**config.mk**
```make
export PLATFORM = sky130hd
export DESIGN_NAME = gcd_controller
export DESIGN_NICKNAME = d
export VERILOG_FILES = /design/src/rtl/gcd_controller.sv
export SDC_FILE = /design/constraint.sdc
export NUM_CORES = 1
export LEC_CHECK = 0
export CAP_MARGIN = 20
export CORE_UTILIZATION = 48
export DETAILED_ROUTE_END_ITERATION = 8
export GPL_ROUTABILITY_DRIVEN = 1
export PLACE_DENSITY = 0.93
export SYNTH_ARGS = -nofsm -noshare
export SYNTH_HDL_FRONTEND = slang
export SYNTH_SLANG_ARGS = --single-unit
```
**constraint.sdc**
```tcl
create_clock -name clk -period 2.8 [get_ports clk]
set_input_delay 0.28 -clock clk [delete_from_list [all_inputs] [get_ports clk]]
set_output_delay 0.28 -clock clk [all_outputs]
set_load 0.005 [all_outputs]
```
**src/rtl/gcd_controller.sv**
```systemverilog
// Sequencing FSM for the modulo-based GCD datapath: orders the operands with
// ALU max/min passes, then runs modulo steps until the datapath reports a zero remainder.
module gcd_controller #(
  parameter int MOD_TIMEOUT = 64
) (
  input  logic       clk,
  input  logic       rst_ni,
  input  logic       start_i,
  input  logic       modulo_ready_i,
  input  logic       valid_i,
  output logic [2:0] alu_mode_o,
  output logic       modulo_start_o,
  output logic       wren_initial_o,
  output logic       wren_zw_gross_o,
  output logic       wren_zw_klein_o,
  output logic       wren_zw_in_zahlen_o,
  output logic       wren_erg_modulo_o,
  output logic       wren_Zahl_o,
  output logic       wren_to_new_numbers_o,
  output logic       Zahl1_to_alu_a_o,
  output logic       Zahl2_to_alu_b_o,
  output logic       check_for_termination_o,
  output logic       ready_o,
  output logic       busy_o,
  output logic       done_o,
  output logic       error_o
);

  localparam logic [2:0] MODE_IDLE = 3'd0;
  localparam logic [2:0] MODE_MAX  = 3'd1;
  localparam logic [2:0] MODE_MIN  = 3'd2;
  localparam logic [2:0] MODE_MOD  = 3'd3;
  localparam int         CNT_W     = $clog2(MOD_TIMEOUT + 1);

  typedef enum logic [3:0] {
    S_IDLE,
    S_LOAD,
    S_INIT,
    S_SEL_MAX,
    S_SEL_MIN,
    S_WB_MIN,
    S_ORDER,
    S_MOD_START,
    S_MOD_WAIT,
    S_MOD_WB,
    S_CHECK,
    S_SHIFT,
    S_DONE,
    S_ERROR
  } state_t;

  state_t           state, state_nxt;
  logic [CNT_W-1:0] wait_cnt;
  logic             timeout;

  // The current MOD_WAIT cycle is the MOD_TIMEOUT-th one, so the counter
  // reaches MOD_TIMEOUT on the edge that leaves for ERROR.
  assign timeout = (wait_cnt == CNT_W'(MOD_TIMEOUT - 1));

  always_ff @(posedge clk or negedge rst_ni) begin
    if (!rst_ni) state <= S_IDLE;
    else         state <= state_nxt;
  end

  always_ff @(posedge clk or negedge rst_ni) begin
    if (!rst_ni)                   wait_cnt <= '0;
    else if (state == S_MOD_START) wait_cnt <= '0;
    else if (state == S_MOD_WAIT)  wait_cnt <= wait_cnt + CNT_W'(1);
  end

  always_comb begin
    state_nxt               = state;
    alu_mode_o              = MODE_IDLE;
    modulo_start_o          = 1'b0;
    wren_initial_o          = 1'b0;
    wren_zw_gross_o         = 1'b0;
    wren_zw_klein_o         = 1'b0;
    wren_zw_in_zahlen_o     = 1'b0;
    wren_erg_modulo_o       = 1'b0;
    wren_Zahl_o             = 1'b0;
    wren_to_new_numbers_o   = 1'b0;
    Zahl1_to_alu_a_o        = 1'b0;
    Zahl2_to_alu_b_o        = 1'b0;
    check_for_termination_o = 1'b0;
    ready_o                 = 1'b0;
    busy_o                  = (state != S_IDLE);
    done_o                  = 1'b0;
    error_o                 = 1'b0;

    unique case (state)
      S_IDLE: begin
        ready_o = 1'b1;
        if (start_i) state_nxt = S_LOAD;
      end
      S_LOAD: state_nxt = S_INIT;
      S_INIT: begin
        wren_initial_o = 1'b1;
        state_nxt      = S_SEL_MAX;
      end
      S_SEL_MAX: begin
        Zahl1_to_alu_a_o = 1'b1;
        Zahl2_to_alu_b_o = 1'b1;
        alu_mode_o       = MODE_MAX;
        state_nxt        = S_SEL_MIN;
      end
      S_SEL_MIN: begin
        Zahl1_to_alu_a_o = 1'b1;
        Zahl2_to_alu_b_o = 1'b1;
        alu_mode_o       = MODE_MIN;
        wren_zw_gross_o  = 1'b1;
        state_nxt        = S_WB_MIN;
      end
      S_WB_MIN: begin
        wren_zw_klein_o = 1'b1;
        state_nxt       = S_ORDER;
      end
      S_ORDER: begin
        wren_zw_in_zahlen_o = 1'b1;
        state_nxt           = S_MOD_START;
      end
      S_MOD_START: begin
        Zahl1_to_alu_a_o = 1'b1;
        Zahl2_to_alu_b_o = 1'b1;
        alu_mode_o       = MODE_MOD;
        modulo_start_o   = 1'b1;
        state_nxt        = S_MOD_WAIT;
      end
      S_MOD_WAIT: begin
        // Operands and mode stay up through the ready cycle so the ALU
        // output register captures the remainder; ready beats timeout.
        Zahl1_to_alu_a_o = 1'b1;
        Zahl2_to_alu_b_o = 1'b1;
        alu_mode_o       = MODE_MOD;
        if (modulo_ready_i) state_nxt = S_MOD_WB;
        else if (timeout)   state_nxt = S_ERROR;
      end
      S_MOD_WB: begin
        wren_erg_modulo_o = 1'b1;
        state_nxt         = S_CHECK;
      end
      S_CHECK: begin
        check_for_termination_o = 1'b1;
        state_nxt               = valid_i ? S_DONE : S_SHIFT;
      end
      S_SHIFT: begin
        wren_Zahl_o           = 1'b1;
        wren_to_new_numbers_o = 1'b1;
        state_nxt             = S_MOD_START;
      end
      S_DONE: begin
        done_o    = 1'b1;
        state_nxt = S_IDLE;
      end
      S_ERROR: begin
        error_o   = 1'b1;
        state_nxt = S_IDLE;
      end
      default: state_nxt = S_IDLE;
    endcase
  end

endmodule

```
==> results of run 1 <==
flip-flops by register name, indices dropped and copies added (netlist names):
register,count
wait_cnt,7
state,4
metrics by stage:
step                cells  util [%]  worst slack, ns  instance area (um2)
CTS                   121      69.5            0.321                  938
finish                121      69.5            0.322                  938
detailed placement    117      67.6            0.623                  912
floorplan              89         -             1.05                  726
global route          121      69.5            0.210                  938
global placement      117      67.6            0.685                  912
power breakdown:
group          internal [uW]  switching [uW]  total, uW
combinational            234             174        407
clock                   55.1            47.6        103
sequential               195            92.9        288
total                    484             314        798
cell type report:
type	instances	share of cell area (%)
Sequential cell	11	29.3
Tap cell	15	2.00
Inverter	4	1.60
Multi-Input combinational cell	66	41.9
Timing Repair Buffer	21	22.4
Clock buffer	4	2.80
metal layers:
layer	part of all wire (%)	GRT usage, %	routed length, um
met1	41	29.7	717
met2	49	39.5	858
met3	7.3	6.52	127
met4	2.2	12.5	38
met5	0	0	0
layout by cell type (no fill, tap or decap), drive strengths merged, types with 2 or more instances in the layout:
master / count
clkdlybuf4s50: 21
dfrtp: 11
nand2: 10
nor2: 9
o21ai: 6
a21oi: 6
nand2b: 5
inv: 4
clkbuf: 4
nor3: 3
or4: 2
nand4: 2
mux2i: 2
or3: 2
and3b: 2
a211oi: 2
or4b: 2
cell families after synthesis:
group / Yosys count / share of synthesized area [%]
compound gates: 20 / 17.1
xor+xnor: 1 / 1.21
fa+ha+maj: 1 / 1.72
buf+inv: 12 / 7.93
flops: 11 / 37.9
mux: 2 / 2.76
other cells: 1 / 0.517
simple gates: 41 / 30.9
path summary, 6_finish.rpt:
kind / to / slack, ns / cells after the start
hold reg to reg: wait_cnt[6] / 0.51 / 1
min in group clk: wait_cnt[6] / 0.51 / 1
max in group asynchronous: state[3] / 2.14 / 1
setup / recovery: alu_mode_o[0] / 0.32 / 3
hold / removal: wait_cnt[1] / 0.34 / 1
setup reg to reg: wait_cnt[5] / 0.81 / 3
==> impl_metrics.env, run 1 <==
export IMPL_finalSetupViolCount=0
export IMPL_routability_cong=0.841
export IMPL_cts_hold_buffers_added=0
export IMPL_netlist_top_cells_area="sky130_fd_sc_hd__dfrtp_1 38%, sky130_fd_sc_hd__nand2_1 5.2%, sky130_fd_sc_hd__nor2_1 4.7%, sky130_fd_sc_hd__nand2b_1 4.3%, sky130_fd_sc_hd__a21oi_1 4.1%"
export IMPL_pin_count_of_the_biggest_net_entering_global_routing=17
export IMPL_worst_setup_hold_path_clk_slew_ns=0.06
export IMPL_min_cycle_time_layout_ns=2.48
export IMPL_cts_sink_count=11
export IMPL_worst_path_largest_cell_delay_ns=0.71
export IMPL_run_status="finished clean"
export IMPL_postSynthCellCount=89
export IMPL_detailed_route_drc_error_count=0
export IMPL_die_area_um2=1670
export IMPL_route_detailed_wl_per_inst_um=14.4
export IMPL_via_count_of_the_first_global_routing_pass=616
export IMPL_layout_worst_path_cycle_share_pct=88.5
export IMPL_static_leakage_power_uw=0.000406
export IMPL_n_fill_cell=99
export IMPL_synth_yosys_seq_area_share_pct=37.9
export IMPL_finalHoldViolations=0
export IMPL_groute_usage_overall_pct=24.5
export IMPL_max_clock_path_buffers=2
export IMPL_library_cell_with_the_largest_summed_area_after_synthesis="sky130_fd_sc_hd__dfrtp_1"
export IMPL_antennaDiodeCount=0
export IMPL_grt_overflow=0
export IMPL_ys_seq_elements=11
export IMPL_multi_input_area_um2=393
export IMPL_worstPathBufferInverterCount=1
export IMPL_final_layout_size_suffix_gt1_share_pct=3.77
export IMPL_power_per_cell_area_nw_per_um2=851
export IMPL_synthesis_area_per_instance_um2=8.15
export IMPL_place_detailed_hpwl_um=1290
export IMPL_slew_violations=0
export IMPL_crit_required_ns=2.52
export IMPL_totalWireLength_um=1740
export IMPL_timing_setup_critical_path_class="reg -> out"
export IMPL_dominantRegCellSynth="sky130_fd_sc_hd__dfrtp_1"
export IMPL_die_width_um=40.9
export IMPL_boundaryPins=23
export IMPL_cts_resized=0
export IMPL_worstSetupEndpointType="primary output"
export IMPL_critical_path_reg2reg_startpoint="state[0]"
export IMPL_ys_async_sr_fraction_pct=100
export IMPL_worstSetupStartpoint="state[0]"
export IMPL_drt_first_pass_iters=4
export IMPL_floorplan_die_height_um=40.9
export IMPL_synth_nets=95
export IMPL_placement_rows=13
export IMPL_core_area_um2=1350
export IMPL_cts_htree_levels=1
export IMPL_max_cap_viol_count=0
export IMPL_worstSetupStartpointType="register"
export IMPL_detail_route_iter0_violations=24
export IMPL_finClkSkew_ns=0.000223
export IMPL_critPathTopFamily="simple AND/OR/NAND/NOR gates"
export IMPL_regArea_um2=275
export IMPL_cp_arrival_ns=2.20
export IMPL_total_power_uw=798
export IMPL_post_cts_setup_buffer_count=0
export IMPL_clk_insertion_delay_late_ns=0.26
export IMPL_cts_tree="done"
export IMPL_critical_path_slowest_cell="sky130_fd_sc_hd__or4b_1"
export IMPL_finalNetCount=113
export IMPL_numPortBuffers=21
export IMPL_timing_worst_slew_pin_value_ns=0.752
export IMPL_crit_fanout=15
export IMPL_synth_edf_count=0
export IMPL_fmax_mhz=404
export IMPL_min_delay_path_class="in -> async"
export IMPL_floorplan_initialDensity_pct=53.8
export IMPL_post_drt_via_cell_ratio=5.89
export IMPL_ys_top_cells_by_count="11 x sky130_fd_sc_hd__dfrtp_1, 10 x sky130_fd_sc_hd__nand2_1, 9 x sky130_fd_sc_hd__nor2_1"
export IMPL_ir_drop_mv=0.572
export IMPL_synth_lib_cells_used_distinct=32
export IMPL_cts_buffers=3
export IMPL_clock_root_buffer="sky130_fd_sc_hd__clkbuf_4"
export IMPL_synth_warnings=0
export IMPL_maxSlewHeadroom_pct=49.1
export IMPL_synth_top_area_share_pct=37.9
export IMPL_via_count=713
export IMPL_fin_worst_hold_slack_ns=0.342
export IMPL_global_route_wire_length_before_repair_um=2620
export IMPL_rsz_0062_raised_after_global_routing="false"
export IMPL_area_growth_synth_to_final_pct=29.3
export IMPL_netlist_area_um2=726
export IMPL_postRouteAntennaNets=0
export IMPL_most_frequently_used_cell_type_in_the_post_synthesis_netlist="sky130_fd_sc_hd__dfrtp_1"
export IMPL_cp_cell_sequence="or4b_1 -> o21ai_0 -> clkdlybuf4s50_1"
export IMPL_timing_setup_tns_ns=0
export IMPL_grt_antenna_before_repair=0
Power figures use the tool's default switching activity.
==> inputs of run 2 (changes only) <==
- SLEW_MARGIN: not set -> 40
==> results of run 2 <==
The final DEF is identical to that of run 1; final timing and power are the same.
